### src/rtl/pc_sn_stream_top_if.sv
// Generic valid/ready stream bundle used on both sides of pc_sn_stream_top.
//   data   W-bit payload
//   valid  payload valid (driven by master)
//   ready  sink can take the beat (driven by slave); transfer on valid && ready
interface pc_sn_stream_top_if #(
  parameter int unsigned W = 7
) ();
  logic [W-1:0] data;
  logic         valid;
  logic         ready;

  modport master (output data, output valid, input ready);
  modport slave  (input data, input valid, output ready);
endinterface

### src/rtl/pc_sn_stream_top.sv
// Streaming ones-counter. Each accepted N-bit word is sorted into a thermometer code
// (bit-level odd-even transposition network), registered, then encoded to a binary
// count in a second register stage. Valid/ready backpressure on both sides; an optional
// saturating accumulator sums the counts of delivered beats.
// Ports:
//   clk, rst_n       single clock, asynchronous active-low reset
//   in_bus (slave)   N-bit words in; ready is combinational from out_bus.ready
//   out_bus (master) OW-bit count of ones out
//   acc_en           add each delivered count into acc
//   acc_clr          synchronous clear of acc/acc_sat (clear-then-add on a delivery)
//   acc, acc_sat     running sum of delivered counts; sticky saturation flag
module pc_sn_stream_top #(
  parameter int unsigned N     = 7,
  parameter int unsigned OW    = 3,
  parameter int unsigned ACC_W = 8
) (
  input  logic                clk,
  input  logic                rst_n,
  pc_sn_stream_top_if.slave   in_bus,
  pc_sn_stream_top_if.master  out_bus,
  input  logic                acc_en,
  input  logic                acc_clr,
  output logic [ACC_W-1:0]    acc,
  output logic                acc_sat
);

  if (OW != $clog2(N + 1)) begin : g_bad_ow
    $error("pc_sn_stream_top: OW must equal $clog2(N+1)");
  end
  if (N < 2) begin : g_bad_n
    $error("pc_sn_stream_top: N must be at least 2");
  end
  if (ACC_W < OW) begin : g_bad_acc_w
    $error("pc_sn_stream_top: ACC_W must be at least OW");
  end

  logic [N-1:0]     therm_q;
  logic             v1_q;
  logic [OW-1:0]    count_q;
  logic             v2_q;
  logic [ACC_W-1:0] acc_q, acc_d;
  logic             sat_q, sat_d;

  logic             s2_free, s1_move, in_ready, accept, deliver;
  logic [N-1:0]     sorted;
  logic [OW-1:0]    count_d;
  logic [ACC_W:0]   sum;

  // Pipeline control: no skid buffer, so ready ripples straight back from the sink.
  assign s2_free  = !v2_q || out_bus.ready;
  assign s1_move  = v1_q && s2_free;
  assign in_ready = !v1_q || s2_free;
  assign accept   = in_bus.valid && in_ready;
  assign deliver  = v2_q && out_bus.ready && acc_en;

  assign in_bus.ready  = in_ready;
  assign out_bus.data  = count_q;
  assign out_bus.valid = v2_q;
  assign acc           = acc_q;
  assign acc_sat       = sat_q;

  // Odd-even transposition sort on single bits: compare-exchange is (OR, AND), which
  // gathers all ones at the low indices. N rounds suffice for N elements.
  always_comb begin
    sorted = in_bus.data;
    for (int r = 0; r < int'(N); r++) begin
      for (int j = r % 2; j + 1 < int'(N); j += 2) begin
        {sorted[j+1], sorted[j]} = {sorted[j] & sorted[j+1], sorted[j] | sorted[j+1]};
      end
    end
  end

  // Thermometer to binary: the highest set index + 1 is the number of ones.
  always_comb begin
    count_d = '0;
    for (int i = 0; i < int'(N); i++) begin
      if (therm_q[i]) count_d = OW'(i + 1);
    end
  end

  // One extra bit catches overflow past all-ones.
  assign sum = {1'b0, acc_q} + {{(ACC_W + 1 - OW){1'b0}}, count_q};

  always_comb begin
    acc_d = acc_q;
    sat_d = sat_q;
    if (acc_clr) begin
      acc_d = deliver ? {{(ACC_W - OW){1'b0}}, count_q} : '0;
      sat_d = 1'b0;
    end else if (deliver) begin
      if (sum[ACC_W]) begin
        acc_d = '1;
        sat_d = 1'b1;
      end else begin
        acc_d = sum[ACC_W-1:0];
      end
    end
  end

  always_ff @(posedge clk or negedge rst_n) begin
    if (!rst_n) begin
      therm_q <= '0;
      v1_q    <= 1'b0;
      count_q <= '0;
      v2_q    <= 1'b0;
      acc_q   <= '0;
      sat_q   <= 1'b0;
    end else begin
      if (accept) therm_q <= sorted;
      v1_q <= accept ? 1'b1 : (s1_move ? 1'b0 : v1_q);
      if (s1_move) count_q <= count_d;
      v2_q <= s1_move ? 1'b1 : (out_bus.ready ? 1'b0 : v2_q);
      acc_q <= acc_d;
      sat_q <= sat_d;
    end
  end

endmodule

### src/flat_wrapper.sv
// flat-port wrapper written by rule: the top's interface ports become plain ports
module pc_sn_stream_top_flat 
#(
  parameter int unsigned N     = 7,
  parameter int unsigned OW    = 3,
  parameter int unsigned ACC_W = 8
)
  (clk, rst_n, acc_en, acc_clr, acc, acc_sat, in_bus_data, in_bus_valid, in_bus_ready, out_bus_data, out_bus_valid, out_bus_ready);
  pc_sn_stream_top_if #(.W(N)) in_bus_i ();
  pc_sn_stream_top_if #(.W(OW)) out_bus_i ();
  input  logic clk;
  input  logic rst_n;
  input  logic acc_en;
  input  logic acc_clr;
  output logic [ACC_W-1:0] acc;
  output logic acc_sat;
  input wire logic [$bits(in_bus_i.data)-1:0] in_bus_data;
  input wire logic [$bits(in_bus_i.valid)-1:0] in_bus_valid;
  output wire logic [$bits(in_bus_i.ready)-1:0] in_bus_ready;
  output wire logic [$bits(out_bus_i.data)-1:0] out_bus_data;
  output wire logic [$bits(out_bus_i.valid)-1:0] out_bus_valid;
  input wire logic [$bits(out_bus_i.ready)-1:0] out_bus_ready;
  assign in_bus_i.data = in_bus_data;
  assign in_bus_i.valid = in_bus_valid;
  assign in_bus_ready = in_bus_i.ready;
  assign out_bus_data = out_bus_i.data;
  assign out_bus_valid = out_bus_i.valid;
  assign out_bus_i.ready = out_bus_ready;
  pc_sn_stream_top #(.N(N), .OW(OW), .ACC_W(ACC_W)) u_core (.clk(clk), .rst_n(rst_n), .in_bus(in_bus_i), .out_bus(out_bus_i), .acc_en(acc_en), .acc_clr(acc_clr), .acc(acc), .acc_sat(acc_sat));
endmodule
### config.mk
export PLATFORM = sky130hd
export DESIGN_NAME = pc_sn_stream_top_flat
export DESIGN_NICKNAME = d
export VERILOG_FILES = /design/src/rtl/pc_sn_stream_top_if.sv /design/src/rtl/pc_sn_stream_top.sv /design/src/flat_wrapper.sv
export SDC_FILE = /design/constraint.sdc
export NUM_CORES = 1
export LEC_CHECK = 0
export ABC_AREA = 1
export ABC_CLOCK_PERIOD_IN_PS = 1400
export CORE_MARGIN = 2
export CORE_UTILIZATION = 46
export CTS_CLUSTER_SIZE = 28
export DETAILED_ROUTE_END_ITERATION = 6
export PLACE_DENSITY_LB_ADDON = 0.12
export SYNTH_ARGS = -nofsm -noshare
export SYNTH_HDL_FRONTEND = slang
export SYNTH_SLANG_ARGS = --single-unit
export TNS_END_PERCENT = 10
### constraint.sdc
create_clock -name clk -period 1.4 [get_ports clk]
set_input_delay 0.42 -clock clk [delete_from_list [all_inputs] [get_ports clk]]
set_output_delay 0.42 -clock clk [all_outputs]
set_load 0.05 [all_outputs]
## Word level (Yosys, flattened, before mapping)

Index checks and enable logic that the tools add are counted.

- ROM bits: 0
- Memories kept: 0
- RAM bits: 0
- Bits in latches: 0
- Input bits: 13
- Bits in registers: 21
- Output and inout port bits: 14

- Shifts and indexed selects: 0
- Div/mod/pow operators: 0
- Muxes and demuxes: 18
- Reduce and logical (&&, ||, !) cells: 13
- Equality and inequality tests: 0
- Bitwise operators: 42
- $lt $le $gt $ge: 0
- $mul: 0
- $add $sub $neg: 1

Operators with widths:

| kind | count |
|---|---|
| $mux W8 | 3 |
| $and A1 B1 Y1 | 21 |
| $or A1 B1 Y1 | 21 |
| $mux W3 | 5 |
| $add A8 B3 Y9 | 1 |
| $mux W1 | 8 |
| $reduce_bool A2 Y1 | 4 |
| $logic_and A1 B1 Y1 | 4 |
| $mux W2 | 2 |
| $logic_not A1 Y1 | 2 |
| $logic_or A1 B1 Y1 | 2 |
| $reduce_and A2 Y1 | 1 |

## Logic depth before layout (Yosys ltp)

- Depth after elaboration: 7
- Depth in mapped cells: 10

## Least setup slack after synthesis

OpenSTA, ideal clock, no wires.

- Path type: register to register
- Start point: reg u_core.v2_q (netlist: u_core.out_bus.valid)
- End point: reg u_core.therm_q[0]
- Period minus slack after synthesis: 1.946 ns
- Arrival time: 1.818 ns
- Path buffers: 1
- Setup time: 0.128 ns
- Slack: -0.546 ns
- Stages on the path, launching flop included: 7
- Cell sequence: dfrtp_1 > nand3_1 > nand2_1 > buf_4 > nor2_1 > a21oi_1 > o21ai_0

- Word-level cells in the longest chain between the ends: 4

Ends and longest elaborated chain:

| what | RTL line | source |
|---|---|---|
| start, declared | pc_sn_stream_top.sv:40 | `logic v2_q;` |
| start signal, assigned | pc_sn_stream_top.sv:112 | `v2_q <= s1_move ? 1'b1 : (out_bus.ready ? 1'b0 : v2_q);` |
| $logic_not A1 Y1 | pc_sn_stream_top.sv:50 | `assign s2_free = !v2_q \|\| out_bus.ready;` |
| $logic_or A1 B1 Y1 | pc_sn_stream_top.sv:50 |  |
| $logic_or A1 B1 Y1 | pc_sn_stream_top.sv:52 | `assign in_ready = !v1_q \|\| s2_free;` |
| net in_bus_ready | flat_wrapper.sv:19 | `output wire logic [$bits(in_bus_i.ready)-1:0] in_bus_ready;` |
| $logic_and A1 B1 Y1 | pc_sn_stream_top.sv:53 | `assign accept = in_bus.valid && in_ready;` |
| end signal, assigned | pc_sn_stream_top.sv:109 | `if (accept) therm_q <= sorted;` |
| end, declared | pc_sn_stream_top.sv:37 | `logic [N-1:0] therm_q;` |

The timed path passes the listed nets, and every way through them passes these cells.
A chain may end at the register's enable or synchronous reset.

## Worst setup path after layout

- Start point: reg u_core.acc_q[0] (netlist: u_core.acc[0])
- End point: reg u_core.acc_q[2] (netlist: u_core.acc[2])

- Word-level cells in the longest chain between the ends: 4

Ends and longest elaborated chain:

| what | RTL line | source |
|---|---|---|
| start, declared | pc_sn_stream_top.sv:41 | `logic [ACC_W-1:0] acc_q, acc_d;` |
| start signal, assigned | pc_sn_stream_top.sv:106 | `acc_q <= '0;` |
| start signal, assigned | pc_sn_stream_top.sv:113 | `acc_q <= acc_d;` |
| $add A8 B3 Y9 | pc_sn_stream_top.sv:82 | `assign sum = {1'b0, acc_q} + {{(ACC_W + 1 - OW){1'b0}}, count_q};` |
| $mux W8 | pc_sn_stream_top.sv:91 | `if (sum[ACC_W]) begin` |
| $mux W8 | pc_sn_stream_top.sv:90 | `end else if (deliver) begin` |
| $mux W8 | pc_sn_stream_top.sv:87 | `if (acc_clr) begin` |

No other way between the ends. The select of a mux whose other input is x is not followed.

==> results.md <==
Place:
- Once detailed placement completed, the half-perimeter wirelength came to about 2.5 mm.
- At the end of routability-driven placement, the weighted congestion stood at between 0.8 and 0.9.
- The pre-CTS setup slack is -0.403 ns.
- Input and output buffers added on the ports amount to 26.

Logic synthesis:
- In the synthesized netlist the async set-or-reset flop fraction comes to 100%.
- The synthesized design contains 0 enable-type register cells.
- Ranked by total cell area, the synthesized netlist is headed by sky130_fd_sc_hd__dfrtp_1 39%, sky130_fd_sc_hd__nand2_1 17%, sky130_fd_sc_hd__inv_1 6.7%.
- Synthesis produced a netlist with a net count of slightly below 200.
- Summing every instance area after synthesis gives 1340 µm².
- In this run the biggest area consumer among cell types represents about two fifths of the synthesized area.
- The number of register bits inferred by synthesis is 21.
- The netlist uses 24 different library cells.
- After technology mapping, the gate count stands at between 150 and 200.
- By instance count, the leading cell after synthesis is sky130_fd_sc_hd__nand2_1.
- The cell taking the most area after synthesis is sky130_fd_sc_hd__dfrtp_1.
- In the synthesized netlist, the cells that appear most often are 59 x sky130_fd_sc_hd__nand2_1, 24 x sky130_fd_sc_hd__inv_1, 21 x sky130_fd_sc_hd__dfrtp_1, 14 x sky130_fd_sc_hd__nor2_1.
- Summing the sequential cell areas from Yosys gives about two fifths of the chip area.
- For this run, the number of Yosys warnings is 0.
- The prevailing post-synth register cell is sky130_fd_sc_hd__dfrtp_1.
- In this run the mean area of a mapped cell was ~7.4 µm².

Critical path:
- At the worst endpoint, the required time is roughly 1.6 ns.
- The worst-case register-to-register setup slack is -0.23 ns.
- STA classifies the critical path endpoint as a flop.
- The startpoint identified for the worst register-to-register timing path is u_core.acc[0]$_DFFE_PN0P_.
- Along the worst path, the maximum fanout reaches 3.
- The critical path launch point type is a flop.
- The worst register-to-register path ends at u_core.acc[2]$_DFFE_PN0P_.
- The most critical setup path has its startpoint at u_core.acc[0]$_DFFE_PN0P_.
- At the worst endpoint, the arrival time is between 1.5 and 2 ns.
- The kind of critical path is flop to flop.
- The destination of the critical timing path is u_core.acc[2]$_DFFE_PN0P_.
- Measured in cells, the most critical reg-to-reg path has a length of 8.

GRT:
- The remaining global-route overflow is 0.
- The number of antenna violations at the first check in global routing is 0.
- The wire length of the first global-routing pass is between 5 and 6 mm.
- The via count of the first global-routing pass is roughly 1300.
- The maximum number of pins on one net before global-route repair is 22.
- Across every metal layer, demand over resource in global routing totals 20.1%.

Layout:
- The post-route netlist has a little under two fifths of its cells at a drive strength greater than 1.
- The number of antenna repair diodes is 0.
- The net total in the final layout is approximately 250.
- From synthesis to final layout, the design area changed by 58.9%.

Clock tree:
- The tree built by TritonCTS fans out to 21 sinks.
- TritonCTS created 3 clock buffers.
- In this run the deepest clock path goes through 2 buffers.
- The cell chosen for the clock root is sky130_fd_sc_hd__clkbuf_4.
- Hold repair after CTS inserted 0 buffers.
- The CTS tree is done.
- The CTS clock-pin slew for the worst setup and hold paths is about 0.13 ns.
- In this run the number of H-tree levels came out at 1.
- At the later pin of the worst-skew pair, clock insertion delay measures about 0.31 ns.

STA:
- The final max-slew violation count is 0.
- The actual slew at the worst max-slew pin is roughly 0.26 ns.
- Setup repair after global routing could not meet its margin everywhere.
- The setup TNS is -1.98 ns.
- After layout, the worst setup slack is -0.228 ns.
- The final number of hold-violating endpoints is 0.
- After layout, the worst path uses 116% of the clock period.
- For the final database, setup skew stands at about 0.013 ns.
- Headroom to the max-slew limit came out at ~80%.
- The shortest period the worst path allows is roughly 1.6 ns.
- The total of endpoints with negative setup slack in the final report is 18.
- Derived from the worst setup path, the maximum achievable clock frequency is 614 MHz.

Detailed routing:
- The count of nets left with antenna violations after detail routing is 0.
- Detailed routing inserted a total of about 1400 vias.
- The sum of routed wire length over all layers is approximately 3.3 mm.
- The detailed router finished its first iteration with 38 violations.
- Dividing the detail-routed via count by the number of cells gives about 5.2.
- Dividing the detail-routed wire length by the instance count gives approximately 12 µm.
- The detailed-routing iteration count for the pre-antenna-repair pass is 4.
- In the routed design, unresolved DRC markers number 0.

Worst hold path:
- The tightest min-delay check is of the input pin to async pin type.

Die:
- The total die area is approximately 3400 µm².
- The floorplan step set the die height to between 50 and 60 µm.
- The initial core utilization is 48.6%.
- The count of standard-cell rows is 19.
- The number of ports placed on the die boundary is 27.
- Measured along the x axis, the die boundary spans ~58 µm.
- The area of the core is 2760 µm².

Power:
- The leakage dissipation is around 0.0011 µW.
- The worst-case IR drop observed on VDD is 0.00104 V.
- For this design the ratio of total power to cell area is 1120 nW/µm².

Job:
- Across the run, the number of max-cap violations was 0.

Status:
- The flow ran to the end, but the final reports show violations.
- The checks that failed: setup timing.
==> routing by layer <==
layer / wire length, µm / up-vias / global-route usage (%)
li1: - / 685 / -
met1: 1370 / 663 / 23.3
met2: 1770 / 27 / 37.2
met3: 115 / 2 / 4.02
met4: 8 / 0 / 5.65
met5: 0 / - / 0
==> cell usage in the layout, fill, tap and decap left out, types with 6 or more instances in the layout <==
master                    count
sky130_fd_sc_hd__a21oi_1      8
sky130_fd_sc_hd__buf_12      15
sky130_fd_sc_hd__buf_4       17
sky130_fd_sc_hd__buf_6        6
sky130_fd_sc_hd__dfrtp_1     13
sky130_fd_sc_hd__dfrtp_2      8
sky130_fd_sc_hd__inv_1       22
sky130_fd_sc_hd__nand2_1     51
sky130_fd_sc_hd__nand2_2     10
sky130_fd_sc_hd__nand3_1      9
sky130_fd_sc_hd__nor2_1      11
sky130_fd_sc_hd__nor2_2       6
sky130_fd_sc_hd__nor2_4       6
==> state kept, by name, indices dropped and copies added, names as in the netlist <==
signal                flops
u_core.acc_sat            1
u_core.acc                8
u_core.out_bus.data       3
u_core.v1_q               1
u_core.therm_q            7
u_core.out_bus.valid      1
==> how the worst min path moves through the flow <==
stage / startpoint / end / slack, ns / cells past startpoint
detailed placement: u_core.therm_q[5]$_DFFE_PN0P_ / u_core.therm_q[5]$_DFFE_PN0P_ / 0.47 / 2
floorplan: rst_n / u_core.acc[0]$_DFFE_PN0P_ / 0.12 / 0
CTS: rst_n / u_core.acc[1]$_DFFE_PN0P_ / 0.44 / 2
global placement: u_core.therm_q[5]$_DFFE_PN0P_ / u_core.therm_q[5]$_DFFE_PN0P_ / 0.47 / 2
finish: rst_n / u_core.acc[1]$_DFFE_PN0P_ / 0.43 / 2
global route: rst_n / u_core.acc[1]$_DFFE_PN0P_ / 0.45 / 2
==> what timing repair did <==
item                       CTS  global route
gates resized for setup     20            18
setup buffers                2             0
setup endpoints to repair   25            27
pin swaps                    7             7
==> area by class of cell <==
class / count / area (µm²)
clock buffer: 4 / 26.3
sequential: 21 / 536
fill: 191 / 627
timing repair buffer: 50 / 626
multi-input combinational: 135 / 811
tap: 31 / 38.8
inverter: 25 / 93.8
==> critical path, stage by stage (launching register included) <==
cell and delay [ns]:
sky130_fd_sc_hd__dfrtp_2 0.44, sky130_fd_sc_hd__ha_4 0.16, sky130_fd_sc_hd__fa_2 0.34, sky130_fd_sc_hd__nand2_2 0.07, sky130_fd_sc_hd__nand2_2 0.06, sky130_fd_sc_hd__nand4_1 0.13
sky130_fd_sc_hd__nand2_2 0.12, sky130_fd_sc_hd__o21ai_1 0.13, sky130_fd_sc_hd__nand2_1 0.06
==> report_power, final <==
part | total, µW | internal, µW | switching (µW)
clock | 303 | 111 | 192
combinational | 1270 | 628 | 640
sequential | 819 | 703 | 116
==> through the flow <==
| stage | hold WS (ns) | power (µW) | area [µm²] | utilization, % | std cells |
|---|---|---|---|---|---|
| after floorplan | 0.124 | 1370 | 1370 | - | 182 |
| final | 0.430 | 2390 | 2130 | 77.3 | 266 |
| after global placement | 0.468 | 1910 | 1980 | 71.8 | 260 |
| after detailed placement | 0.475 | 1960 | 1980 | 71.8 | 260 |
| after CTS | 0.438 | 2330 | 2070 | 75.0 | 266 |
| after global routing | 0.448 | 2520 | 2130 | 77.3 | 266 |
==> logic make-up (layout without fill, tap and decap cells) <==
kind of cell | Yosys count | in the layout | synth area share, %
AOI/OAI and AO/OA | 28 | 28 | 11.8
xor gates and xnor gates | 4 | 4 | 2.61
and+or+nand+nor | 99 | 99 | 34.5
adders and majority gates | 4 | 4 | 4.29
buffers and inverters | 26 | 79 | 7.56
DFF | 21 | 21 | 39.2
Power figures use the tool's default switching activity.
